`src/rtl/cond_pkg.sv`:
```
// Shared definitions for the conditional-execution unit: ARM condition codes,
// flag bit positions and the architectural flag word type.
package cond_pkg;

   typedef enum logic [3:0] {
      COND_EQ = 4'b0000,
      COND_NE = 4'b0001,
      COND_CS = 4'b0010,
      COND_CC = 4'b0011,
      COND_MI = 4'b0100,
      COND_PL = 4'b0101,
      COND_VS = 4'b0110,
      COND_VC = 4'b0111,
      COND_HI = 4'b1000,
      COND_LS = 4'b1001,
      COND_GE = 4'b1010,
      COND_LT = 4'b1011,
      COND_GT = 4'b1100,
      COND_LE = 4'b1101,
      COND_AL = 4'b1110,
      COND_NV = 4'b1111
   } cond_t;

   localparam int unsigned FLAG_N = 3;
   localparam int unsigned FLAG_Z = 2;
   localparam int unsigned FLAG_C = 1;
   localparam int unsigned FLAG_V = 0;

   typedef logic [3:0] flags_t;

   // Signed greater-or-equal: N and V agree.
   function automatic logic flag_ge(input flags_t f);
      return ~(f[FLAG_N] ^ f[FLAG_V]);
   endfunction

endpackage

```
`src/rtl/cond_eval.sv`:
```
// Combinational ARM condition evaluation: Cond + current flags -> CondEx.
module cond_eval
   import cond_pkg::*;
(
   input  logic [3:0] Cond,
   input  logic [3:0] Flags,
   output logic       CondEx
);

   logic n, z, c, v, ge;

   assign n  = Flags[FLAG_N];
   assign z  = Flags[FLAG_Z];
   assign c  = Flags[FLAG_C];
   assign v  = Flags[FLAG_V];
   assign ge = flag_ge(Flags);

   // Standard ARM condition table; NV never executes.
   always_comb begin
      CondEx = 1'b0;
      case (Cond)
         COND_EQ: CondEx = z;
         COND_NE: CondEx = ~z;
         COND_CS: CondEx = c;
         COND_CC: CondEx = ~c;
         COND_MI: CondEx = n;
         COND_PL: CondEx = ~n;
         COND_VS: CondEx = v;
         COND_VC: CondEx = ~v;
         COND_HI: CondEx = c & ~z;
         COND_LS: CondEx = ~c | z;
         COND_GE: CondEx = ge;
         COND_LT: CondEx = ~ge;
         COND_GT: CondEx = ~z & ge;
         COND_LE: CondEx = z | ~ge;
         COND_AL: CondEx = 1'b1;
         COND_NV: CondEx = 1'b0;
         default: CondEx = 1'b0;
      endcase
   end

endmodule

```
`src/rtl/cond_unit.sv`:
```
// Conditional-execution unit: architectural flag register, write-enable
// gating and a small LIFO of saved flag contexts for exception nesting.
module cond_unit
   import cond_pkg::*;
#(
   parameter int unsigned STACK_DEPTH   = 4,
   parameter int unsigned GATE_ON_STALL = 1
) (
   input  logic                             clk,
   input  logic                             reset,
   input  logic                             en,
   input  logic [3:0]                       Cond,
   input  logic [3:0]                       ALUFlags,
   input  logic [1:0]                       FlagW,
   input  logic                             PCS,
   input  logic                             RegW,
   input  logic                             MemW,
   input  logic                             NoWrite,
   input  logic                             push,
   input  logic                             pop,
   output logic                             PCSrc,
   output logic                             RegWrite,
   output logic                             MemWrite,
   output logic                             CondEx,
   output logic [3:0]                       Flags,
   output logic [$clog2(STACK_DEPTH+1)-1:0] depth,
   output logic                             ovf_err,
   output logic                             unf_err
);

   localparam int unsigned DW = $clog2(STACK_DEPTH + 1);
   localparam int unsigned AW = (STACK_DEPTH > 1) ? $clog2(STACK_DEPTH) : 1;
   localparam logic [DW-1:0] DEPTH_MAX = DW'(STACK_DEPTH);

   flags_t          flags_q, flags_d;
   logic [DW-1:0]   depth_q, depth_d;
   logic            ovf_q, ovf_d, unf_q, unf_d;
   logic            push_we;
   logic [AW-1:0]   wr_idx, rd_idx;
   logic            condex;
   logic            gate;

   // Power-of-two sized so the pointer slice always indexes in range.
   flags_t          stack_mem [2**AW];

   cond_eval u_eval (
      .Cond   (Cond),
      .Flags  (flags_q),
      .CondEx (condex)
   );

   assign gate     = (GATE_ON_STALL != 0) ? en : 1'b1;
   assign CondEx   = condex;
   assign PCSrc    = PCS  & condex & gate;
   assign MemWrite = MemW & condex & gate;
   assign RegWrite = RegW & condex & ~NoWrite & gate;
   assign Flags    = flags_q;
   assign depth    = depth_q;
   assign ovf_err  = ovf_q;
   assign unf_err  = unf_q;

   assign wr_idx = AW'(depth_q);
   assign rd_idx = AW'(depth_q - 1'b1);

   // Next flag/stack state: flag write first, then a successful pop overrides
   // it, and an overflowing push suppresses the flag write entirely.
   always_comb begin
      flags_d = flags_q;
      depth_d = depth_q;
      ovf_d   = ovf_q;
      unf_d   = unf_q;
      push_we = 1'b0;
      if (en) begin
         if (condex && !(push && !pop && depth_q == DEPTH_MAX)) begin
            if (FlagW[1]) begin
               flags_d[FLAG_N] = ALUFlags[FLAG_N];
               flags_d[FLAG_Z] = ALUFlags[FLAG_Z];
            end
            if (FlagW[0]) begin
               flags_d[FLAG_C] = ALUFlags[FLAG_C];
               flags_d[FLAG_V] = ALUFlags[FLAG_V];
            end
         end
         if (push && !pop) begin
            if (depth_q == DEPTH_MAX) begin
               ovf_d = 1'b1;
            end else begin
               push_we = 1'b1;
               depth_d = depth_q + 1'b1;
            end
         end
         if (pop && !push) begin
            if (depth_q == '0) begin
               unf_d = 1'b1;
            end else begin
               flags_d = stack_mem[rd_idx];
               depth_d = depth_q - 1'b1;
            end
         end
      end
   end

   // Architectural state register with synchronous reset.
   always_ff @(posedge clk) begin
      if (reset) begin
         flags_q <= '0;
         depth_q <= '0;
         ovf_q   <= 1'b0;
         unf_q   <= 1'b0;
      end else begin
         flags_q <= flags_d;
         depth_q <= depth_d;
         ovf_q   <= ovf_d;
         unf_q   <= unf_d;
      end
   end

   // Context storage saves the pre-write flags; contents need no reset.
   always_ff @(posedge clk) begin
      if (!reset && push_we) begin
         stack_mem[wr_idx] <= flags_q;
      end
   end

endmodule

```
`config.mk`:
```
export PLATFORM = sky130hd
export DESIGN_NAME = cond_unit
export DESIGN_NICKNAME = d
export VERILOG_FILES = /design/src/rtl/cond_pkg.sv /design/src/rtl/cond_eval.sv /design/src/rtl/cond_unit.sv
export SDC_FILE = /design/constraint.sdc
export NUM_CORES = 1
export LEC_CHECK = 0
export BUFFER_PORTS_ARGS = -buffer_cell sky130_fd_sc_hd__buf_2
export CAP_MARGIN = 20
export CORE_MARGIN = 2
export CORE_UTILIZATION = 48
export CTS_CLUSTER_SIZE = 8
export DETAILED_ROUTE_END_ITERATION = 7
export GPL_ROUTABILITY_DRIVEN = 0
export PLACE_DENSITY_LB_ADDON = 0.25
export SLEW_MARGIN = 20
export SYNTH_ARGS = -nofsm -noshare
export SYNTH_HDL_FRONTEND = slang
export SYNTH_SLANG_ARGS = --single-unit
export TNS_END_PERCENT = 50
```
`constraint.sdc`:
```
create_clock -name clk -period 2.15 [get_ports clk]
set_input_delay 0.3225 -clock clk [delete_from_list [all_inputs] [get_ports clk]]
set_output_delay 0.3225 -clock clk [all_outputs]
set_load 0.03 [all_outputs]
```
==> results of run 1 <==
layout make-up:
cell class | count | share of cell area, %
inverter | 11 | 2.32
clock buffer | 3 | 1.27
clock inverter | 1 | 0.493
tap | 33 | 2.32
multi-input combinational | 88 | 41.1
timing repair buffer | 43 | 14.8
sequential | 25 | 37.7
power breakdown:
| part | internal, mW | switching [mW] |
|---|---|---|
| logic | 0.150 | 0.186 |
| clock network | 0.0762 | 0.165 |
| registers | 0.531 | 0.0156 |
| total | 0.757 | 0.367 |
worst paths after layout:
kind                                  start       end  slack (ns)  cells after the start
worst max-delay path               Flags[0]  RegWrite       -0.29                      6
worst min-delay path            ALUFlags[1]  Flags[1]        0.23                      2
worst max register to register     Flags[2]  Flags[1]        0.10                      7
worst min register to register      ovf_err   ovf_err        0.49                      2
cells in the final DEF, fill, tap and decap left out, drive strengths merged, types with 2 or more instances in the layout:
| cell type | count |
|---|---|
| inv | 10 |
| a211oi | 2 |
| nand3 | 3 |
| buf | 43 |
| or3 | 3 |
| a21o | 2 |
| nand2b | 4 |
| a221oi | 2 |
| edfxtp | 16 |
| mux4 | 4 |
| clkbuf | 3 |
| ha | 6 |
| a21oi | 2 |
| and3 | 4 |
| dfxtp | 9 |
| nor2 | 12 |
| a2111oi | 2 |
| o221a | 4 |
| o211ai | 2 |
| nand2 | 6 |
| and2 | 3 |
| clkinv | 2 |
| o21ai | 6 |
| o22ai | 5 |
registers in the layout, indices dropped and copies added (netlist names):
name / cells
Flags: 4
depth: 3
ovf_err: 1
stack_mem: 16
unf_err: 1
critical path, delay by kind of cell (launching register included):
family	cells	cell delay, ns
AOI/OAI and AO/OA	3	0.60
buffers and inverters	1	0.13
DFF	1	0.39
and+or+nand+nor	2	0.64
cell families (layout without fill, tap and decap cells):
group | Yosys count | count (layout) | synth area share [%]
XOR/XNOR | 2 | 2 | 2.23
adder cells (fa/ha/maj) | 6 | 6 | 5.15
flip-flops | 25 | 25 | 45.3
buffers and inverters | 18 | 58 | 6.00
AND/OR/NAND/NOR | 43 | 43 | 15.8
AO/OA/AOI/OAI | 33 | 33 | 19.4
multiplexers | 4 | 4 | 6.18
per-layer routing:
layer,vias to the layer above,GRT usage [%],share of wire (%)
li1,570,-,-
met1,557,26.7,44
met2,26,32.4,51
met3,6,1.97,3.0
met4,0,8.77,1.6
met5,-,0,0
repair_timing:
item                                    CTS  global route
setup buffers                             2             0
resized for setup                         6             0
endpoints found under the setup margin    4             4
gates cloned                              0             0
metrics by stage:
| stage | power [mW] | cells |
|---|---|---|
| detailed placement | 0.880 | 198 |
| floorplan | 0.781 | 131 |
| finish | 1.12 | 204 |
| global placement | 0.869 | 198 |
| global route | 1.17 | 204 |
| CTS | 1.12 | 204 |
==> summary.md, run 1 <==
| Metric | Value |
|---|---|
| Setup-failing EPs final | `4` |
| Crit path cell chain | `or3_1, o211ai_1, a221oi_2, a2111oi_4, and4b_2, buf_6` |
| Status | `complete, but fails checks` |
| Clock Pin Slew Worst Setup and Hold Paths | `0.16 ns` |
| Clock root cell | `clkbuf_4` |
| Die ar. | `3500 µm²` |
| Chip width | `59.1 µm` |
| Final period utilization | `113%` |
| Ports | `32` |
| CP arrival | `2.11 ns` |
| RSZ-0062 raised after global routing | `true` |
| First-pass GRT wire length | `5120 µm` |
| DR iter-0 viols | `114` |
| Storage cell area | `671 µm²` |
| Area growth syn-to-layout | `21.9%` |
| DR WL/cell | `15.6 µm` |
| Setup TNS | `-1.00 ns` |
| Pleak | `0.724 nW` |
| Commonest cells in the netlist | `edfxtp_1, nor2_1, dfxtp_1, inv_1` |
| Placement Setup Slack | `-0.0684 ns` |
| Sequential area share after synthesis | `45.3%` |
| # Max-Cap Violations | `0` |
| Pin count of the biggest net entering global routing | `17` |
| Setup CP Type | `reg2out` |
| CTS tree | `done` |
| Antenna Nets Post-Route | `0` |
| FFs w/ async S/R, synth | `0%` |
| H-Tree Depth | `1` |
| Multi-input gate area | `731 µm²` |
| Failing checks | `negative setup slack` |
| Most common cell in the synthesized netlist | `edfxtp_1` |
| Predominant post-synthesis flop cell | `edfxtp_1` |
| Port Buffers | `31` |
| DRC viols | `0` |
| Fraction of layout cells with a size suffix above 1 | `38.6%` |
| Clk sinks | `25` |
| Initial Utilization | `49.0%` |
| Post-route core utilization | `59.7%` |
| Dpl hpwl | `2380 µm` |
| DR pass1 iterations | `4` |
| Post-synth EDFFs | `16` |
| Synth cell types | `47` |
| Post-CTS Hold Fix Bufs | `0` |
| WL final | `3190 µm` |
| Final instance area | `1780 µm²` |
| Post-Syn Instances | `131` |
| Count of pins over their slew limit | `0` |
| Synth Area per Inst | `11.1 µm²` |
| Initial antenna violation count | `0` |
| Yosys warns | `0` |
| PD cells | `632 nW/µm²` |
| Hold WC Path Type | `in2reg` |
| Core area | `2980 µm²` |
| TritonCTS Buffers | `3` |
| Critical Path Fanout Max | `5` |
| Clk_lat worst skew | `0.34 ns` |
| Die Y | `59.1 µm` |
| Post-Syn Nets | `156` |
| Top post-synthesis cells by area | `edfxtp_1, dfxtp_1, mux4_2, ha_1, nor2_1` |
| Crit end category | `output port` |
| Layout fillers | `265` |
| Nature of the critical path startpoint | `flop` |
| Final hold slack | `0.231 ns` |
| Std cell rows | `20` |
| GRT overflow | `0` |
| Setup WS post-layout | `-0.286 ns` |
| Worst clock skew | `0.00319 ns` |
| Worst Max-Slew Pin Slew | `0.588 ns` |
| Vias per Instance | `5.68` |
| Antenna Diode Count | `0` |
| Post-Place Cell Area | `1710 µm²` |
| Post-synth top area share | `32.9%` |
| Slowest stage delay, CP | `0.40 ns` |
| Final min period | `2.44 ns` |
| Clk buf depth | `2` |
| Critical path required time | `1.83 ns` |
| Vias in the first global route | `1093` |
| Nets | `197` |
| Slew margin rel. | `60.7%` |
| Max IR drop VDD | `0.369 mV` |
| #FFs+latches synth | `25` |
| Hold Fails Final Rpt | `0` |
| Synth area leader | `edfxtp_1` |
| Worst path slowest cell | `a2111oi_4` |
| Vias | `1159` |
| F_max | `0.411 GHz` |
| Synth Cell Area | `1460 µm²` |
| Gr usage total | `19.8%` |
No activity file was read; power rests on OpenSTA's default activity.
==> run 2, diff against run 1 <==
--- a/config.mk
+++ b/config.mk
@@ -7,7 +7,7 @@
 export LEC_CHECK = 0
 export BUFFER_PORTS_ARGS = -buffer_cell sky130_fd_sc_hd__buf_2
 export CAP_MARGIN = 20
-export CORE_MARGIN = 2
+export CORE_MARGIN = 5
 export CORE_UTILIZATION = 48
 export CTS_CLUSTER_SIZE = 8
 export DETAILED_ROUTE_END_ITERATION = 7
@@ -16,5 +16,6 @@
 export SLEW_MARGIN = 20
 export SYNTH_ARGS = -nofsm -noshare
 export SYNTH_HDL_FRONTEND = slang
+export SYNTH_HIERARCHICAL = 1
 export SYNTH_SLANG_ARGS = --single-unit
 export TNS_END_PERCENT = 50
==> summary.md, run 2 <==
| Metric | Value |
|---|---|
| Status | `complete, but fails checks (unchanged)` |
| Failing checks | `negative setup slack (unchanged)` |
| DRC viols | `0 (unchanged)` |
| CTS tree | `done (unchanged)` |
| Synth Cell Area | `1390 µm² (was 1460 µm²)` |
| Post-synth top area share | `34.6% (was 32.9%)` |
| Predominant post-synthesis flop cell | `edfxtp_1 (unchanged)` |
| DR iter-0 viols | `92 (was 114)` |
| Vias per Instance | `5.76 (was 5.68)` |
| Placement Setup Slack | `-0.0772 ns (was -0.0684 ns)` |
| Worst hold start | `reset (was ALUFlags[1])` |
| Setup CP Type | `reg2out (unchanged)` |
| Reg-to-reg endpoint | `Flags[0] (was Flags[1])` |
| Crit path cell chain | `xor2_2, xor2_1, a2111oi_2, a311oi_1, o22ai_2, buf_4, and3_2, buf_6 (was or3_1, o211ai_1, a221oi_2, a2111oi_4, and4b_2, buf_6)` |
| Biggest register | `stack_mem (unchanged)` |
| Clock root cell | `clkbuf_4 (unchanged)` |
| PD cells | `606 nW/µm² (was 632 nW/µm²)` |
| Reg2Reg Setup Slack | `-0.04 ns (was 0.10 ns)` |
| DR WL/cell | `16.9 µm (was 15.6 µm)` |
| Critical Path Fanout Max | `4 (was 5)` |
| Antenna Nets Post-Route | `0 (unchanged)` |
| Synth cell types | `41 (was 47)` |
| Most common cell in the synthesized netlist | `edfxtp_1 (unchanged)` |
| TritonCTS Buffers | `3 (unchanged)` |
| Setup TNS | `-0.860 ns (was -1.00 ns)` |
| Nature of the critical path startpoint | `flop (unchanged)` |
| Post-CTS Hold Fix Bufs | `0 (unchanged)` |
| Sequential area share after synthesis | `47.5% (was 45.3%)` |
| Chip width | `63.8 µm (was 59.1 µm)` |
| Count of pins over their slew limit | `0 (unchanged)` |
| Fraction of layout cells with a size suffix above 1 | `41.9% (was 38.6%)` |
| Top post-synthesis cells by area | `edfxtp_1, dfxtp_1, mux4_2, ha_1, nor2_1 (unchanged)` |
| Antenna Diode Count | `0 (unchanged)` |
| Pleak | `0.693 nW (was 0.724 nW)` |
| Max IR drop VDD | `0.474 mV (was 0.369 mV)` |
| Critical path required time | `1.83 ns (about the same)` |
| Slowest stage delay, CP | `0.38 ns (was 0.40 ns)` |
| Initial antenna violation count | `0 (unchanged)` |
| Worst r2r path cells | `11 (was 7)` |
| Hold EP | `ovf_err (was Flags[1])` |
| Most frequent cells in the layout | `buf_2, edfxtp_1, buf_4, nor2_1 (was buf_2, edfxtp_1, buf_4, nor2_1, inv_1)` |
| Final period utilization | `112% (was 113%)` |
| Core area | `2760 µm² (was 2980 µm²)` |
| Slew margin rel. | `76.4% (was 60.7%)` |
| Post-synth EDFFs | `16 (unchanged)` |
| Final instance area | `1740 µm² (was 1780 µm²)` |
| Setup-failing EPs final | `5 (was 4)` |
| Worst reg2reg path startpoint | `Flags[0] (was Flags[2])` |
| Leading cell type in the layout, fill and taps excluded | `buf_2 (unchanged)` |
| Final min period | `2.41 ns (was 2.44 ns)` |
| Clk buf depth | `2 (unchanged)` |
| Die Y | `63.8 µm (was 59.1 µm)` |
| Setup WS post-layout | `-0.256 ns (was -0.286 ns)` |
| WL final | `3230 µm (was 3190 µm)` |
| Post-Syn Instances | `119 (was 131)` |
| # Max-Cap Violations | `0 (unchanged)` |
| Commonest cells in the netlist | `edfxtp_1, nor2_1, dfxtp_1, nand3_1 (was edfxtp_1, nor2_1, dfxtp_1, inv_1)` |
| #FFs+latches synth | `25 (unchanged)` |
| Std cell rows | `19 (was 20)` |
| Worst path slowest cell | `dfxtp_4 (was a2111oi_4)` |
| Die ar. | `4070 µm² (was 3500 µm²)` |
| Synth area leader | `edfxtp_1 (unchanged)` |
| H-Tree Depth | `1 (unchanged)` |
| Worst Max-Slew Pin Slew | `0.352 ns (was 0.588 ns)` |
| Yosys warns | `6 (was 0)` |
| Ports | `32 (unchanged)` |
| Dpl hpwl | `2380 µm (about the same)` |
| Post-Place Cell Area | `1640 µm² (was 1710 µm²)` |
| Area growth syn-to-layout | `25.4% (was 21.9%)` |
| FFs w/ async S/R, synth | `0% (unchanged)` |
| F_max | `0.416 GHz (was 0.411 GHz)` |
| Largest register FFs | `16 (unchanged)` |
| Hold Path Cell Cnt | `2 (unchanged)` |
| Post-route core utilization | `63.2% (was 59.7%)` |
| GRT overflow | `0 (unchanged)` |
| Final hold slack | `0.278 ns (was 0.231 ns)` |
| Synth Area per Inst | `11.7 µm² (was 11.1 µm²)` |
| Clk_lat worst skew | `0.33 ns (was 0.34 ns)` |
| Nets | `185 (was 197)` |
| Port Buffers | `31 (unchanged)` |
| Crit end category | `output port (unchanged)` |
| Clock Pin Slew Worst Setup and Hold Paths | `0.15 ns (was 0.16 ns)` |
| Initial Utilization | `50.4% (was 49.0%)` |
| Hold WC Path Type | `in2reg (unchanged)` |
| Hold Fails Final Rpt | `0 (unchanged)` |
| Post-Syn Nets | `143 (was 156)` |
| Vias in the first global route | `1123 (was 1093)` |
| Gr usage total | `16.3% (was 19.8%)` |
| First-pass GRT wire length | `5270 µm (was 5120 µm)` |
| Worst clock skew | `0.00917 ns (was 0.00319 ns)` |
| DR pass1 iterations | `4 (unchanged)` |
| RSZ-0062 raised after global routing | `true (unchanged)` |
| Clk sinks | `25 (unchanged)` |
| Vias | `1101 (was 1159)` |
| CP arrival | `2.08 ns (was 2.11 ns)` |
| Pin count of the biggest net entering global routing | `17 (unchanged)` |
[run 2: how the worst max path moves through the flow]
stage,startpoint,end,slack [ns],depth (start not counted)
global route,Flags[0],RegWrite,-0.39,8
floorplan,Flags[3],RegWrite,-0.22,7
finish,Flags[0],MemWrite,-0.26,8
global placement,Cond[0],RegWrite,0.04,9
CTS,Flags[0],RegWrite,-0.31,8
detailed placement,Cond[0],RegWrite,-0.08,9
[run 2: cell type report]
class / instances / area [µm²]
Multi-Input combinational cell: 85 / 731
Clock inverter: 1 / 8.76
Sequential cell: 25 / 672
Timing Repair Buffer: 41 / 251
Inverter: 5 / 18.8
Fill cell: 225 / 1010
Tap cell: 31 / 38.8
Clock buffer: 3 / 22.5
[run 2: routing by layer]
| layer | vias to the layer above | wire, µm | global-route usage [%] | part of all wire [%] |
|---|---|---|---|---|
| li1 | 537 | - | - | - |
| met1 | 532 | 1410 | 20.5 | 44 |
| met2 | 27 | 1650 | 28.1 | 51 |
| met3 | 5 | 143 | 3.33 | 4.4 |
| met4 | 0 | 31 | 4.42 | 0.96 |
| met5 | - | 0 | 0 | 0 |
[run 2: kinds of logic (layout without fill, tap and decap cells)]
group | after synthesis | in the layout | synth area share (%)
simple gates | 45 | 45 | 20.9
xor+xnor | 7 | 7 | 4.41
mux | 5 | 5 | 7.20
buf+inv | 9 | 50 | 2.79
flops | 25 | 25 | 47.5
fa+ha+maj | 5 | 5 | 4.50
compound gates | 23 | 23 | 12.7
[run 2: power breakdown]
group,internal [mW],switching (mW)
Clock,0.0760,0.153
Sequential,0.525,0.0128
Combinational,0.132,0.158
Total,0.732,0.324
[run 2: critical path: cells and delay by family, from the launching register on]
| family | cells | cell delay (ns) |
|---|---|---|
| AND/OR/NAND/NOR | 1 | 0.19 |
| AO/OA/AOI/OAI | 3 | 0.50 |
| flip-flops | 1 | 0.38 |
| XOR/XNOR | 2 | 0.39 |
| buffers and inverters | 2 | 0.30 |
[run 2: stage by stage]
step                instances  total power [mW]
floorplan                 119             0.730
global placement          183             0.804
detailed placement        183             0.810
CTS                       190              1.05
global route              191              1.11
finish                    191              1.06
[run 2: timing repair]
item	4_1_cts	5_1_grt
gates resized for setup	11	2
buffers inserted	3	1
pin swaps	7	3
setup endpoints to repair	5	8
==> run 3, diff against run 2 <==
--- a/config.mk
+++ b/config.mk
@@ -8,7 +8,8 @@
 export BUFFER_PORTS_ARGS = -buffer_cell sky130_fd_sc_hd__buf_2
 export CAP_MARGIN = 20
 export CORE_MARGIN = 5
-export CORE_UTILIZATION = 48
+export CORE_UTILIZATION = 50
+export CTS_BUF_LIST = sky130_fd_sc_hd__clkbuf_4
 export CTS_CLUSTER_SIZE = 8
 export DETAILED_ROUTE_END_ITERATION = 7
 export GPL_ROUTABILITY_DRIVEN = 0
==> summary.md, run 3 (synthesis gave the netlist of run 2 again) <==
| Metric | Value |
|---|---|
| Pin count of the biggest net entering global routing | `17 (unchanged)` |
| Critical Path Fanout Max | `7 (was 4)` |
| Clock root cell | `clkbuf_4 (unchanged)` |
| Nature of the critical path startpoint | `flop (unchanged)` |
| Area growth syn-to-layout | `28.8% (was 25.4%)` |
| DR pass1 iterations | `4 (unchanged)` |
| Reg2Reg Setup Slack | `-0.04 ns (about the same)` |
| Largest register FFs | `16 (unchanged)` |
| Antenna Diode Count | `0 (unchanged)` |
| Biggest register | `stack_mem (unchanged)` |
| Final hold slack | `0.300 ns (was 0.278 ns)` |
| H-Tree Depth | `1 (unchanged)` |
| WL final | `3430 µm (was 3230 µm)` |
| Top sig layer | `met4 (unchanged)` |
| Failing checks | `negative setup slack (unchanged)` |
| Met3 WL | `147 µm (was 143 µm)` |
| First-pass GRT wire length | `5670 µm (was 5270 µm)` |
| Fraction of layout cells with a size suffix above 1 | `45.3% (was 41.9%)` |
| Length of routed met2 wiring | `1770 µm (was 1650 µm)` |
| Die Y | `62.7 µm (was 63.8 µm)` |
| Core area | `2710 µm² (was 2760 µm²)` |
| Clock Pin Slew Worst Setup and Hold Paths | `0.15 ns (about the same)` |
| Clk buf depth | `2 (unchanged)` |
| Chip width | `62.7 µm (was 63.8 µm)` |
| Die ar. | `3930 µm² (was 4070 µm²)` |
| Placement Setup Slack | `-0.0964 ns (was -0.0772 ns)` |
| Clk sinks | `25 (unchanged)` |
| Initial Utilization | `51.3% (was 50.4%)` |
| Status | `complete, but fails checks (unchanged)` |
| Initial antenna violation count | `0 (unchanged)` |
| CP startpoint | `Flags[0] (unchanged)` |
| Setup WS post-layout | `-0.297 ns (was -0.256 ns)` |
| CP arrival | `2.12 ns (was 2.08 ns)` |
| DRC viols | `0 (unchanged)` |
| Ports | `32 (unchanged)` |
| Antenna Nets Post-Route | `0 (unchanged)` |
| Vias | `1161 (was 1101)` |
| # Max-Cap Violations | `0 (unchanged)` |
| Leading cell type in the layout, fill and taps excluded | `buf_2 (unchanged)` |
| Port Buffers | `31 (unchanged)` |
| Dpl hpwl | `2520 µm (was 2380 µm)` |
| Setup CP Type | `reg2out (unchanged)` |
| Vias in the first global route | `1219 (was 1123)` |
| Gr usage total | `18.1% (was 16.3%)` |
| Worst clock skew | `0.0111 ns (was 0.00917 ns)` |
| DR iter-0 viols | `103 (was 92)` |
| PD cells | `598 nW/µm² (was 606 nW/µm²)` |
| Final min period | `2.45 ns (was 2.41 ns)` |
| Hold WC Path Type | `in2reg (unchanged)` |
| Std cell rows | `19 (unchanged)` |
| Nets | `186 (was 185)` |
| Vias per Instance | `6.05 (was 5.76)` |
| Count of pins over their slew limit | `0 (unchanged)` |
| DR WL/cell | `17.9 µm (was 16.9 µm)` |
| Setup crit end | `PCSrc (was MemWrite)` |
| GRT overflow | `0 (unchanged)` |
| Critical path required time | `1.83 ns (about the same)` |
| Max IR drop VDD | `0.453 mV (was 0.474 mV)` |
| Post-CTS Hold Fix Bufs | `0 (unchanged)` |
| Pleak | `0.704 nW (was 0.693 nW)` |
| Crit end category | `output port (unchanged)` |
| F_max | `0.409 GHz (was 0.416 GHz)` |
| RSZ-0062 raised after global routing | `true (unchanged)` |
| Setup-failing EPs final | `5 (unchanged)` |
| CTS tree | `done (unchanged)` |
| Hold Fails Final Rpt | `0 (unchanged)` |
| Reg-to-reg endpoint | `Flags[2] (was Flags[0])` |
| Worst Max-Slew Pin Slew | `0.411 ns (was 0.352 ns)` |
| Worst reg2reg path startpoint | `Flags[0] (unchanged)` |
| Clk_lat worst skew | `0.33 ns (about the same)` |
| Most frequent cells in the layout | `buf_2, edfxtp_1, buf_4, nor2_1 (unchanged)` |
| Met1 wire length | `1440 µm (was 1410 µm)` |
| Worst r2r path cells | `11 (unchanged)` |
| Slew margin rel. | `72.2% (was 76.4%)` |
| Final period utilization | `114% (was 112%)` |
| Layout fillers | `224 (was 225)` |
| TritonCTS Buffers | `3 (unchanged)` |
run 3: layout make-up:
class | instances | area (µm²) | share of cell area, %
Clock buffer | 3 | 22.5 | 1.26
Clock inverter | 1 | 8.76 | 0.489
Inverter | 5 | 18.8 | 1.05
Multi-Input combinational cell | 85 | 769 | 43.0
Sequential cell | 25 | 673 | 37.6
Tap cell | 31 | 38.8 | 2.17
Timing Repair Buffer | 42 | 259 | 14.5
run 3: worst min-delay path by stage:
stage,from,slack (ns),endpoint,cells past startpoint
2_1_floorplan,en,0.48,unf_err,2
3_3_place_gp,unf_err,0.45,unf_err,2
3_5_place_dp,ovf_err,0.47,ovf_err,2
4_1_cts,reset,0.28,unf_err,2
5_1_grt,reset,0.30,unf_err,2
6_report,reset,0.30,ovf_err,2
run 3: timing repair:
item | CTS | global route
buffers inserted | 3 | 1
setup endpoints to repair | 4 | 8
gates resized for setup | 16 | 4
pin swaps | 7 | 3
run 3: per-stage QoR:
stage / power [mW] / std cells / instance area, µm² / util (%) / setup TNS, ns
global placement: 0.806 / 184 / 1650 / 60.7 / 0
floorplan: 0.730 / 119 / 1420 / - / -0.463
detailed placement: 0.815 / 184 / 1650 / 60.7 / -0.228
global route: 1.12 / 192 / 1790 / 66.1 / -1.67
CTS: 1.06 / 191 / 1760 / 65.0 / -1.27
finish: 1.07 / 192 / 1790 / 66.1 / -1.01
run 3: power breakdown:
group	total, mW	internal, mW	switching [mW]	leakage (nW)
registers	0.541	0.525	0.0161	0.220
clock network	0.226	0.0760	0.150	0.0183
logic	0.304	0.138	0.166	0.466
total	1.07	0.739	0.332	0.704
run 3: worst max-delay path, cell delays in order, from the launching register on:
cell and delay, ns:
dfxtp_4 0.39, buf_4 0.16, mux2i_2 0.18, xnor2_1 0.09, a311oi_1 0.34, o22ai_2 0.13, buf_4 0.18, and3_2 0.20
buf_6 0.13
run 3: metal layers:
metal / vias up / global-route usage (%)
li1: 536 / -
met1: 580 / 22.6
met2: 37 / 30.2
met3: 8 / 3.42
met4: 0 / 8.22
met5: - / 0
